### src/rtl/wt_dcache_rdport_ctrl_pkg.sv
// Shared widths and the read-port state encoding for the write-through dcache.
package wt_dcache_rdport_ctrl_pkg;

    localparam int unsigned PLEN               = 56;
    localparam int unsigned DCACHE_INDEX_WIDTH = 12;
    localparam int unsigned DCACHE_TAG_WIDTH   = PLEN - DCACHE_INDEX_WIDTH;
    localparam int unsigned DCACHE_SET_ASSOC   = 8;

    typedef enum logic [2:0] {
        IDLE,
        READ,
        MISS_REQ,
        MISS_WAIT,
        KILL_MISS,
        KILL_MISS_ACK,
        REPLAY_REQ,
        REPLAY_READ
    } rd_state_e;

endpackage

### src/rtl/wt_dcache_rdport_ctrl.sv
// Read-port controller: hit lookup, miss handoff, kill handling and replay
// with priority escalation after repeated replays.
module wt_dcache_rdport_ctrl
    import wt_dcache_rdport_ctrl_pkg::*;
#(
    parameter int unsigned DataWidth = 64,
    parameter int unsigned Ways      = DCACHE_SET_ASSOC,
    parameter int unsigned ReplayThr = 3
) (
    input  logic                          clk_i,
    input  logic                          rst_ni,
    input  logic                          cache_en_i,
    input  logic                          stall_i,
    input  logic                          req_i,
    output logic                          gnt_o,
    input  logic                          kill_i,
    input  logic                          tag_valid_i,
    input  logic [DCACHE_TAG_WIDTH-1:0]   tag_i,
    input  logic [DCACHE_INDEX_WIDTH-1:0] addr_i,
    input  logic [1:0]                    size_i,
    output logic                          rvalid_o,
    output logic [DataWidth-1:0]          rdata_o,
    input  logic                          nc_region_i,
    output logic                          miss_req_o,
    input  logic                          miss_ack_i,
    input  logic                          miss_replay_i,
    input  logic                          miss_rtrn_vld_i,
    output logic [PLEN-1:0]               miss_paddr_o,
    output logic                          miss_nc_o,
    output logic [2:0]                    miss_size_o,
    output logic [Ways-1:0]               miss_vld_bits_o,
    output logic                          rd_req_o,
    output logic                          rd_prio_o,
    input  logic                          rd_ack_i,
    output logic [DCACHE_TAG_WIDTH-1:0]   rd_tag_o,
    output logic [DCACHE_INDEX_WIDTH-1:0] rd_addr_o,
    input  logic [DataWidth-1:0]          rd_data_i,
    input  logic [Ways-1:0]               rd_vld_bits_i,
    input  logic [Ways-1:0]               rd_hit_oh_i,
    input  logic                          wr_cl_vld_i
);

    // state         | meaning
    // IDLE          | waiting for a core request to be granted
    // READ          | granted, waiting for the tag to resolve hit/miss
    // MISS_REQ      | miss request presented, waiting for ack or replay
    // MISS_WAIT     | miss accepted, waiting for the return data
    // KILL_MISS     | killed after ack, draining the miss return
    // KILL_MISS_ACK | killed before ack, still owes the miss handshake
    // REPLAY_REQ    | re-arbitrating for the cache read
    // REPLAY_READ   | replayed read issued, resolving with the saved tag

    localparam int unsigned             CntWidth = $clog2(ReplayThr + 1);
    localparam logic [CntWidth-1:0]     CntMax   = CntWidth'(ReplayThr);

    rd_state_e                     state_d, state_q;
    logic [DCACHE_TAG_WIDTH-1:0]   tag_d, tag_q;
    logic [DCACHE_INDEX_WIDTH-1:0] addr_d, addr_q;
    logic [1:0]                    size_d, size_q;
    logic [Ways-1:0]               vld_d, vld_q;
    logic [CntWidth-1:0]           cnt_d, cnt_q;
    logic                          rd_req_d, rd_req_q;
    logic                          rd_ack_d, rd_ack_q;
    logic                          save_tag;
    logic                          hit;

    assign hit = (|rd_hit_oh_i) & cache_en_i;

    always_comb begin
        state_d    = state_q;
        rd_req_o   = 1'b0;
        miss_req_o = 1'b0;
        gnt_o      = 1'b0;
        rvalid_o   = 1'b0;
        save_tag   = 1'b0;

        case (state_q)
            IDLE: begin
                if (req_i && !stall_i) begin
                    rd_req_o = 1'b1;
                    if (rd_ack_i) begin
                        gnt_o   = 1'b1;
                        state_d = READ;
                    end
                end
            end
            READ, REPLAY_READ: begin
                rd_req_o = 1'b1;
                if (kill_i) begin
                    rvalid_o = 1'b1;
                    state_d  = IDLE;
                end else if (tag_valid_i || (state_q == REPLAY_READ)) begin
                    save_tag = (state_q == READ);
                    // a lost arbitration or a concurrent line write leaves the readout stale
                    if (wr_cl_vld_i || !rd_ack_q) begin
                        state_d = REPLAY_REQ;
                    end else if (hit) begin
                        rvalid_o = 1'b1;
                        state_d  = IDLE;
                        if (req_i && rd_ack_i && !stall_i) begin
                            gnt_o   = 1'b1;
                            state_d = READ;
                        end
                    end else begin
                        state_d = MISS_REQ;
                    end
                end
            end
            MISS_REQ: begin
                miss_req_o = 1'b1;
                if (kill_i) begin
                    rvalid_o = 1'b1;
                    state_d  = miss_ack_i ? KILL_MISS : KILL_MISS_ACK;
                end else if (miss_replay_i) begin
                    state_d = REPLAY_REQ;
                end else if (miss_ack_i) begin
                    state_d = MISS_WAIT;
                end
            end
            MISS_WAIT: begin
                if (miss_rtrn_vld_i) begin
                    rvalid_o = 1'b1;
                    state_d  = IDLE;
                end else if (kill_i) begin
                    rvalid_o = 1'b1;
                    state_d  = KILL_MISS;
                end
            end
            REPLAY_REQ: begin
                rd_req_o = 1'b1;
                if (kill_i) begin
                    rvalid_o = 1'b1;
                    state_d  = IDLE;
                end else if (rd_ack_i) begin
                    state_d = REPLAY_READ;
                end
            end
            KILL_MISS_ACK: begin
                miss_req_o = 1'b1;
                if (miss_replay_i) begin
                    state_d = IDLE;
                end else if (miss_ack_i) begin
                    state_d = KILL_MISS;
                end
            end
            KILL_MISS: begin
                if (miss_rtrn_vld_i) begin
                    state_d = IDLE;
                end
            end
            default: state_d = IDLE;
        endcase

        // handshake outputs stay quiet while reset is held, whatever the inputs do
        if (!rst_ni) begin
            rd_req_o   = 1'b0;
            miss_req_o = 1'b0;
            gnt_o      = 1'b0;
            rvalid_o   = 1'b0;
        end
    end

    always_comb begin
        cnt_d = cnt_q;
        if (gnt_o || ((state_d == IDLE) && (state_q != IDLE))) begin
            cnt_d = '0;
        end else if ((state_d == REPLAY_REQ) && (state_q != REPLAY_REQ) && (cnt_q != CntMax)) begin
            cnt_d = cnt_q + CntWidth'(1);
        end
    end

    assign addr_d   = gnt_o    ? addr_i        : addr_q;
    assign size_d   = gnt_o    ? size_i        : size_q;
    assign tag_d    = save_tag ? tag_i         : tag_q;
    assign vld_d    = rd_req_q ? rd_vld_bits_i : vld_q;
    assign rd_req_d = rd_req_o;
    assign rd_ack_d = rd_ack_i;

    assign rdata_o         = rd_data_i;
    assign rd_addr_o       = addr_d;
    assign rd_tag_o        = tag_d;
    assign miss_paddr_o    = {tag_q, addr_q};
    assign miss_nc_o       = rst_ni & (~cache_en_i | nc_region_i);
    assign miss_size_o     = miss_nc_o ? {1'b0, size_q} : 3'b111;
    assign miss_vld_bits_o = vld_q;
    assign rd_prio_o       = rd_req_o & (cnt_q == CntMax);

    always_ff @(posedge clk_i or negedge rst_ni) begin
        if (!rst_ni) begin
            state_q  <= IDLE;
            tag_q    <= '0;
            addr_q   <= '0;
            size_q   <= '0;
            vld_q    <= '0;
            cnt_q    <= '0;
            rd_req_q <= 1'b0;
            rd_ack_q <= 1'b0;
        end else begin
            state_q  <= state_d;
            tag_q    <= tag_d;
            addr_q   <= addr_d;
            size_q   <= size_d;
            vld_q    <= vld_d;
            cnt_q    <= cnt_d;
            rd_req_q <= rd_req_d;
            rd_ack_q <= rd_ack_d;
        end
    end

`ifndef SYNTHESIS
    size_legal_a: assert property (@(posedge clk_i) disable iff (!rst_ni)
        (gnt_o && (DataWidth == 32)) |-> (size_i != 2'd3))
        else $error("64-bit access requested on a 32-bit read port");

    hit_onehot_a: assert property (@(posedge clk_i) disable iff (!rst_ni)
        (rd_ack_q && cache_en_i) |-> $onehot0(rd_hit_oh_i))
        else $error("rd_hit_oh_i is not one-hot0");
`endif

endmodule

### config.mk
export PLATFORM = sky130hd
export DESIGN_NAME = wt_dcache_rdport_ctrl
export DESIGN_NICKNAME = d
export VERILOG_FILES = /design/src/rtl/wt_dcache_rdport_ctrl_pkg.sv /design/src/rtl/wt_dcache_rdport_ctrl.sv
export SDC_FILE = /design/constraint.sdc
export NUM_CORES = 1
export LEC_CHECK = 0
export BUFFER_PORTS_ARGS = -buffer_cell sky130_fd_sc_hd__buf_2
export CAP_MARGIN = 20
export CELL_PAD_IN_SITES_DETAIL_PLACEMENT = 2
export CELL_PAD_IN_SITES_GLOBAL_PLACEMENT = 2
export CORE_MARGIN = 4
export CORE_UTILIZATION = 20
export DETAILED_ROUTE_END_ITERATION = 16
export PLACE_DENSITY_LB_ADDON = 0.1
export SLEW_MARGIN = 40
export SYNTH_ARGS = -nofsm -noshare
export SYNTH_HDL_FRONTEND = slang
export SYNTH_SLANG_ARGS = --single-unit
### constraint.sdc
create_clock -name clk_i -period 2.5 [get_ports clk_i]
set_clock_uncertainty 0.2 [all_clocks]
set_input_delay 0.25 -clock clk_i [delete_from_list [all_inputs] [get_ports clk_i]]
set_output_delay 0.25 -clock clk_i [all_outputs]
set_load 0.005 [all_outputs]
Yosys cells after proc, flatten, opt, wreduce, memory -nomap -nowiden --
Index checks and enable logic that the tools add are counted.
Operators by class: bitwise operators 5, reductions and logical operators 20, $add $sub $neg 1, muxes and demuxes 49, equality and inequality tests 11
Operators with widths (number):
- $mux 3 | 17
- $mux 44 | 1
- $mux 1 | 24
- $pmux 3 s7 | 1
- $eq 3x3->1 const B | 5
- $mux 12 | 1
- $reduce_or 8->1 | 1
- $eq 3x2->1 const B | 2
- $logic_and 1x1->1 | 6
- $logic_not 3->1 | 2
- $reduce_or 2->1 | 3
- $mux 2 | 2
- $pmux 1 s2 | 2
- $and 1x1->1 | 3
- $eq 3x1->1 const B | 1
- $logic_or 1x1->1 | 3
- $ne 3x3->1 const B | 1
- $pmux 1 s3 | 1
- $reduce_bool 3->1 | 1
- $reduce_or 3->1 | 1
- $add 2x1->2 const B | 1
- $eq 2x2->1 const B | 1
- $logic_not 1->1 | 2
- $ne 2x2->1 const B | 1
- other kinds (3) | 3
Storage, ports and cells: output and inout bits 193, register bits after elaboration 73, bits of input ports 151

Longest topological paths before layout --
Gate-level depths: netlist of the first run.
depth after elaboration 13, mapped depth 8, gate-level depth less buffers 6

Worst setup path before layout of the first run --
Ideal clock, no wire load.
kind flip-flop to output port, from reg state_q[1], to out rd_addr_o[10], path slack 0.242 ns, data arrival time 1.808 ns, data required time 2.050 ns, cell stages (with the launch flop) 8, path through dfrtp_1 -> clkbuf_2 -> a31oi_1 -> a2111oi_4 -> a41o_4 -> nand2_4 -> buf_6 -> mux2_4
Between the ends: word-level cells in the longest chain between the ends 7, elaborated cells on any way between the ends 10
RTL lines:
- from (decl) | line wt_dcache_rdport_ctrl.sv:56 | rd_state_e state_d, state_q;
- from (signal assigned) | line wt_dcache_rdport_ctrl.sv:199 | state_q <= state_d;
- $eq 3x3->1 | line wt_dcache_rdport_ctrl.sv:77, wt_dcache_rdport_ctrl.sv:92
- $logic_or 1x1->1 | line wt_dcache_rdport_ctrl.sv:92 | end else if (tag_valid_i || (state_q == REPLAY_READ)) begin
- $mux 1 | line wt_dcache_rdport_ctrl.sv:92
- $mux 1 | line wt_dcache_rdport_ctrl.sv:89 | if (kill_i) begin
- $pmux 1 s2 (*) | line wt_dcache_rdport_ctrl.sv:77 | case (state_q)
- $mux 1 (*) | line wt_dcache_rdport_ctrl.sv:155 | if (!rst_ni) begin
- $mux 12 (*) | line wt_dcache_rdport_ctrl.sv:172 | assign addr_d = gnt_o ? addr_i : addr_q;
- to (decl) | line wt_dcache_rdport_ctrl.sv:36 | output logic [DCACHE_INDEX_WIDTH-1:0] rd_addr_o,
Every way passes the cells marked *; elsewhere a longest branch is shown, timed or not.

Worst setup path in the final report of the first run --
from reg state_q[1], to out rd_addr_o[6]
Same word-level chain as after synthesis.

==> results.md, run 1 <==
- Post-detail-place hpwl: 10030 um
- Adder-Cell Fraction of Synth Area: 0.3453%
- Syn Inst Count: 287
- Outcome: complete, but fails checks
- CTS tree: done
- I/O pin count: 344
- Cell breakdown of the critical path: and2_4 -> o21a_1 -> a41o_4 -> nand2_8 -> mux2_4 -> buf_6
- Filler Cells Inserted: 1920
- Routed len/inst: 18.20 um
- Sequential area share after synthesis: 50.41%
- CP Class: register to output pin
- Crit-path max cell delay: 450 ps
- GR met3 Demand/Resource: 7.124%
- # rows: 48
- Synth area leader: dfrtp_1
- Worst reg2reg startpoint: state_q[1]
- Yosys reg bits: 73
- CP startpoint kind: register
- Yosys Warn Count: 0
- Worst-margin pin slew: 687.8 ps
- DRT Pass-1 Iters: 4
- Mean post-synth cell area: 12.63 um2
- Met2 usage: 23.86%
- # DRC: 0
- Layout cells sized above 1: 63.75%
- Tightest Hold Check Type: primary input to asynchronous set/reset pin
- Leak pwr: 2.934 nW
- Root Buffer: clkbuf_16
- H-Tree Depth: 3
- Mux cell area share after synthesis: 22.20%
- Power Dens Cells: 1104 nW/um2
- Pre-CTS setup slack: 78.85 ps
- Number of DRC markers in iteration 0: 38
- Critical path destination: rd_addr_o[6]
- Clk Latency, worst-skew pair: 330 ps
- DIE HEIGHT: 142.6 um
- Antenna viol nets, final: 0
- Worst r2r dst: cnt_q[1]
- Critical Path End Type: output pin
- Met1 GRT Util: 14.74%
- Final period util: 102.6%
- Final WS setup: -66.04 ps
- Area of the multi-input gates: 1354 um2
- Maximum VDD drop: 425.7 uV
- Synthesized cell area: 3623 um2
- Core area: 17540 um2
- First-pass GRT wire length: 21650 um
- Largest net degree at the start of global routing: 51
- Vias per cell: 4.109
- Final slew viol count: 0
- Final setup TNS: -691.4 ps
- Post-synth top area share: 50.41%
- Setup violators final: 12
- CP startpoint: state_q[1]
- Max_slew headroom: 54.14%
- Area contributors post-synth: dfrtp_1 50%, mux2_2 18%, buf_4 13%
- Clock Pin Slew Worst Setup and Hold Paths: 60 ps
- Final WL: 13890 um
- Total number of vias: 3135
- Crit-path max FO: 7
- Total CTS buffers: 9
- Placer Congestion: 0.7170
- TritonCTS Sinks: 73
- CP Data Required Time: 2050 ps
- Total track usage: 13.77%
- Seq. cell area: 1829 um2
- Synth Area in Compound Gates: 6.250%
- Synth Net Count: 439
- Busiest layer in global routing: met2
- Area grow syn2layout: 62.05%
- Max Root-Sink Buffers: 2
- Largest family of logic cells by synthesized area: multiplexers
- Initial core utilization: 20.66%
- Diode count: 0
- Final net count: 685
- Die ar.: 20330 um2
- # Max-Cap Violations: 0
- RSZ-0062 raised after global routing: yes
- R2R cell count: 7
- Failing checks: setup timing
- Total gr overflow: 0
- Critical Path AT: 2120 ps
- Vias in the first global route: 3701
- I/O Buffers: 215
- Worst hold margin: 225.8 ps
- Final hold vios: 0
- CP max stage cell: dfrtp_2
- Synth Area in Simple Gates: 5.490%
- Synth Area in XOR/XNOR: 0%
- Initial antenna violation count: 0
- Min cycle time layout: 2566 ps
- Chip width: 142.6 um
- Synth cell types: 41
- Reg2Reg Setup Slack: 140 ps
- Highest clock rate: 389.7 MHz
-- how the worst min path moves through the flow --
stage	startpoint	end	depth (start not counted)
floorplan	rst_ni	addr_q[0]	0
detailed placement	rst_ni	cnt_q[1]	1
finish	rst_ni	addr_q[11]	2
global placement	rst_ni	addr_q[8]	1
global route	rst_ni	size_q[1]	2
CTS	rst_ni	size_q[1]	2
-- state kept, by name (all words and copies together), names as in the netlist --
register and cells:
state_q 3, miss_vld_bits_o 8, addr_q 12, rd_req_q 1, rd_ack_q 1, cnt_q 2, size_q 2, tag_q 44
-- critical path: cells and delay by family, from the launching register on --
family | cells | cell delay (ps)
AO/OA/AOI/OAI | 2 | 540
buffers and inverters | 1 | 120
flip-flops | 1 | 450
multiplexers | 1 | 330
AND/OR/NAND/NOR | 2 | 330
-- final cells by class --
cell class                 instances  share of cell area, %
clock buffer                       9                  3.836
timing repair buffer             309                  35.18
multi-input combinational        134                  23.06
tap                              225                  4.794
sequential                        73                  31.15
clock inverter                     7                  1.598
inverter                           6                 0.3836
-- synth_stat cells, drive strengths merged --
cell type and number:
and3 2, a211o 1, o21ai 9, a21o 1, a221oi 1, nand3 1, nand2 5, nor2b 3
and2 3, a21oi 3, clkbuf 9, o21a 2, a31oi 2, mux2 67, o21bai 1, nor2 5
o311ai 1, a2111oi 1, ha 1, nand2b 5, nor3 2, a41o 1, a22o 1, o221ai 1
or4b 1, or2 2, mux2i 2, buf 66, nand3b 2, a32o 1, inv 6, dfrtp 73
o22ai 1, nor4 2, a21boi 2, nor3b 1
-- cell families (layout without fill, tap and decap cells) --
kind of cell / count (synthesis) / after routing
buffers and inverters: 81 / 331
flip-flops: 73 / 73
multiplexers: 69 / 69
AND/OR/NAND/NOR: 34 / 35
AO/OA/AOI/OAI: 29 / 29
adder cells (fa/ha/maj): 1 / 1
-- report_power, final --
part	leakage, nW	internal [mW]	switching [mW]
clock network	0.152	0.874	0.529
registers	0.883	1.75	0.320
logic	1.90	1.69	1.31
-- what timing repair did --
item / in CTS / in global routing
setup endpoints to repair: 22 / 59
setup buffers: 10 / 2
hold endpoints to repair: 90 / 0
cloned: 1 / 0
hold buffers: 68 / 0
pin swaps: 7 / 1
resized for setup: 34 / 6
-- per-stage QoR --
| stage | cells | utilization [%] | power [mW] | area, um2 |
|---|---|---|---|---|
| 2_1_floorplan | 287 | - | 3.231 | 3623 |
| 3_3_place_gp | 667 | 26.11 | 4.703 | 4579 |
| 3_5_place_dp | 667 | 26.11 | 4.724 | 4579 |
| 4_1_cts | 761 | 33.25 | 6.542 | 5832 |
| 5_1_grt | 763 | 33.48 | 7.002 | 5872 |
| 6_report | 763 | 33.48 | 6.480 | 5872 |
-- per-layer routing --
layer / routed length [um] / vias up / part of all wire (%)
li1: - / 1421 / -
met1: 5081 / 1542 / 37
met2: 7167 / 154 / 52
met3: 1484 / 18 / 11
met4: 153 / 0 / 1.1
met5: 0 / - / 0
-- layout by cell type, fill, tap and decap left out, types with 2 or more instances in the layout --
cell type,instances
or2_2,2
and2_1,2
nand2_8,2
nand2b_1,5
buf_4,22
nor2_1,4
mux2i_1,2
buf_2,202
dlygate4sd3_1,68
nand3b_1,2
clkbuf_16,9
inv_1,5
buf_6,15
bufinv_16,2
mux2_4,13
dfrtp_1,71
o21a_1,2
a21oi_1,3
nor4_1,2
nor2b_1,2
mux2_2,54
buf_12,2
o21ai_0,8
a21boi_1,2
clkinv_2,2
clkinvlp_4,2
dfrtp_2,2
nand2_1,3
Power figures use the tool's default switching activity.
==> run 2, diff against run 1 <==
--- a/config.mk
+++ b/config.mk
@@ -5,6 +5,7 @@
 export SDC_FILE = /design/constraint.sdc
 export NUM_CORES = 1
 export LEC_CHECK = 0
+export ABC_AREA = 1
 export BUFFER_PORTS_ARGS = -buffer_cell sky130_fd_sc_hd__buf_2
 export CAP_MARGIN = 20
 export CELL_PAD_IN_SITES_DETAIL_PLACEMENT = 2
==> run 2 against run 1 <==
  * The flow now finishes without violations
  * Routed wire length is 7.8% higher
  * Die area is 7.7% higher
  * Critical path depth is 6 higher
  * Power is 7.0% lower
  * Cell area is 1.7% higher
  * Sequential power is 2% lower
  * First-iteration DRC count is 66% higher
  * Core utilization is 2.0 points lower
  * Combinational power is 11% lower
  * Largest cell class unchanged
==> results.md, run 2 <==
- Chip width: 148.0 um
- First-pass GRT wire length: 22450 um
- DIE HEIGHT: 148.0 um
- Clock Pin Slew Worst Setup and Hold Paths: 60 ps
- Final hold vios: 0
- Critical Path End Type: output pin
- Synth cell types: 30
- Final period util: 95.14%
- Critical Path AT: 1930 ps
- Total gr overflow: 0
- Total CTS buffers: 9
- Synth area leader: dfrtp_1
- Final setup TNS: 0 ps
- # Max-Cap Violations: 0
- Post-detail-place hpwl: 11520 um
- Busiest layer in global routing: met2
- Area contributors post-synth: dfrtp_1 47%, mux2_4 15%, buf_4 13%
- Core area: 18960 um2
- CP Class: register to output pin
- CTS tree: done
- Layout cells sized above 1: 55.54%
- Post-synth ARST share: 100.0%
- Met2 usage: 25.19%
- Setup violators final: 0
- Top-count cell post-synth: dfrtp_1
- Post-synth top area share: 46.62%
- Leak pwr: 3.224 nW
- Sequential area share after synthesis: 46.62%
- Met1 GRT Util: 13.60%
- DRT Pass-1 Iters: 4
- I/O Buffers: 215
- I/O pin count: 344
- Maximum VDD drop: 369.0 uV
- Initial antenna violation count: 0
- Commonest non-fill, non-tap cell in the layout: buf_2
- Initial core utilization: 20.67%
- Diode count: 0
- Tightest Hold Check Type: primary input to register
- Largest register FFs: 44
- Routed len/inst: 17.31 um
- Final WL: 14970 um
- Synth Net Count: 512
- Placer Congestion: 0.7613
- Syn Inst Count: 360
- CP Data Required Time: 2050 ps
- Antenna viol nets, final: 0
- Yosys reg bits: 73
- TritonCTS Sinks: 73
- Root Buffer: clkbuf_16
- Most frequent cells in the layout: 213 x buf_2, 71 x dfrtp_1, 68 x dlygate4sd3_1
- Number of DRC markers in iteration 0: 63
- Max_slew headroom: 69.31%
- RSZ-0062 raised after global routing: yes
- Fin util: 31.52%
- Post-synth EDFFs: 0
- Ys flop type: dfrtp_1
- Outcome: completed
- Vias per cell: 3.865
- Mean post-synth cell area: 10.89 um2
- Highest clock rate: 420.4 MHz
- Power Dens Cells: 1008 nW/um2
- CP startpoint kind: register
- Crit-path max FO: 8
- Vias in the first global route: 3826
- Worst-margin pin slew: 460.3 ps
- Final slew viol count: 0
- Clk Latency, worst-skew pair: 330 ps
- H-Tree Depth: 3
- Largest net degree at the start of global routing: 34
- Yosys Warn Count: 0
- Max Root-Sink Buffers: 2
- Min cycle time layout: 2378 ps
- # rows: 50
- Final net count: 752
- Reg with most FFs: tag_q
- Filler Cells Inserted: 2120
- Die ar.: 21900 um2
- Total track usage: 13.13%
- Synth cell count leaders: 73 x dfrtp_1, 69 x nand2_1, 67 x buf_4
- Pre-CTS setup slack: 205.3 ps
- # DRC: 0
- Final WS setup: 121.5 ps
- GR met3 Demand/Resource: 3.464%
- Total number of vias: 3343
- Synthesized cell area: 3919 um2
- Area grow syn2layout: 52.46%
-- run 2: changes by cell type in the layout (fill, tap and decap cells not counted), moves of 5 or more --
cell and delta:
mux2_2 -42, nand2_1 +58, buf_4 -8, nand2b_1 -5, buf_2 +11, nand2_2 +12
nand3_1 +10, inv_1 +15, nor2_1 +13, mux2_4 +27, buf_6 -12
-- run 2: layout make-up --
type	count	area (um2)	area share, %
inverters	24	106.4	1.780
multi-input cells	191	1479	24.75
well taps	260	325.3	5.445
clock inverters	5	55.05	0.9215
repair inverters	1	11.26	0.1885
clock buffers	11	242.7	4.063
repair buffers	300	1926	32.23
flip-flops and latches	73	1829	30.62
-- run 2: routing by layer --
layer	part of all wire (%)	up-vias	routed length [um]
li1	-	1567	-
met2	55	122	8161
met3	6.5	39	968
met1	37	1615	5468
met4	2.5	0	374
met5	0	-	0
-- run 2: stage by stage --
stage               power [mW]  cell area (um2)  hold WS [ps]  instances
floorplan                3.226             3919        -245.6        360
global placement         4.561             4821        -86.32        768
detailed placement       4.607             4821        -86.71        768
CTS                      6.091             5842         128.0        856
global route             6.483             5974         164.7        865
finish                   6.024             5974         132.8        865
-- run 2: critical path, stage by stage (launching register included) --
cell and delay (ps):
dfrtp_2 460, inv_4 100, nand3_4 90, nand2_4 100
nand2_2 50, nor2_2 90, nand3_2 100, nand2_4 140
nand2_8 110, clkinv_8 100, nand2_1 50, nand2_1 80
buf_2 120
-- run 2: path summary, 6_finish.rpt --
kind | startpoint | end | slack [ps] | depth (start not counted)
worst max register to register | state_q[0] | cnt_q[0] | 470 | 12
worst min-delay path | miss_replay_i | state_q[2] | 130 | 5
min in group asynchronous | rst_ni | size_q[1] | 170 | 2
max in group asynchronous | rst_ni | state_q[1] | 1200 | 3
worst min register to register | addr_q[5] | addr_q[5] | 290 | 2
worst max-delay path | state_q[1] | rd_addr_o[4] | 120 | 12
-- run 2: report_power, final --
part	internal [mW]	switching (mW)	total, mW
clock network	0.797	0.516	1.31
registers	1.71	0.310	2.02
logic	1.45	1.23	2.69
-- run 2: repair_timing --
action | 4_1_cts | 5_1_grt
endpoints found under the hold margin | 140 | 0
resized for setup | 4 | 18
gates cloned | 1 | 1
buffers inserted | 3 | 8
setup endpoints to repair | 46 | 21
pin swaps | 3 | 3
hold buffers | 68 | 0
-- run 2: cell families (layout without fill, tap and decap cells) --
group	count (synthesis)	in the layout	share of synthesized area, %
AO/OA/AOI/OAI	16	16	2.746
buffers and inverters	97	341	17.05
multiplexers	52	52	18.77
flip-flops	73	73	46.62
adder cells (fa/ha/maj)	1	1	0.3192
AND/OR/NAND/NOR	121	122	14.50
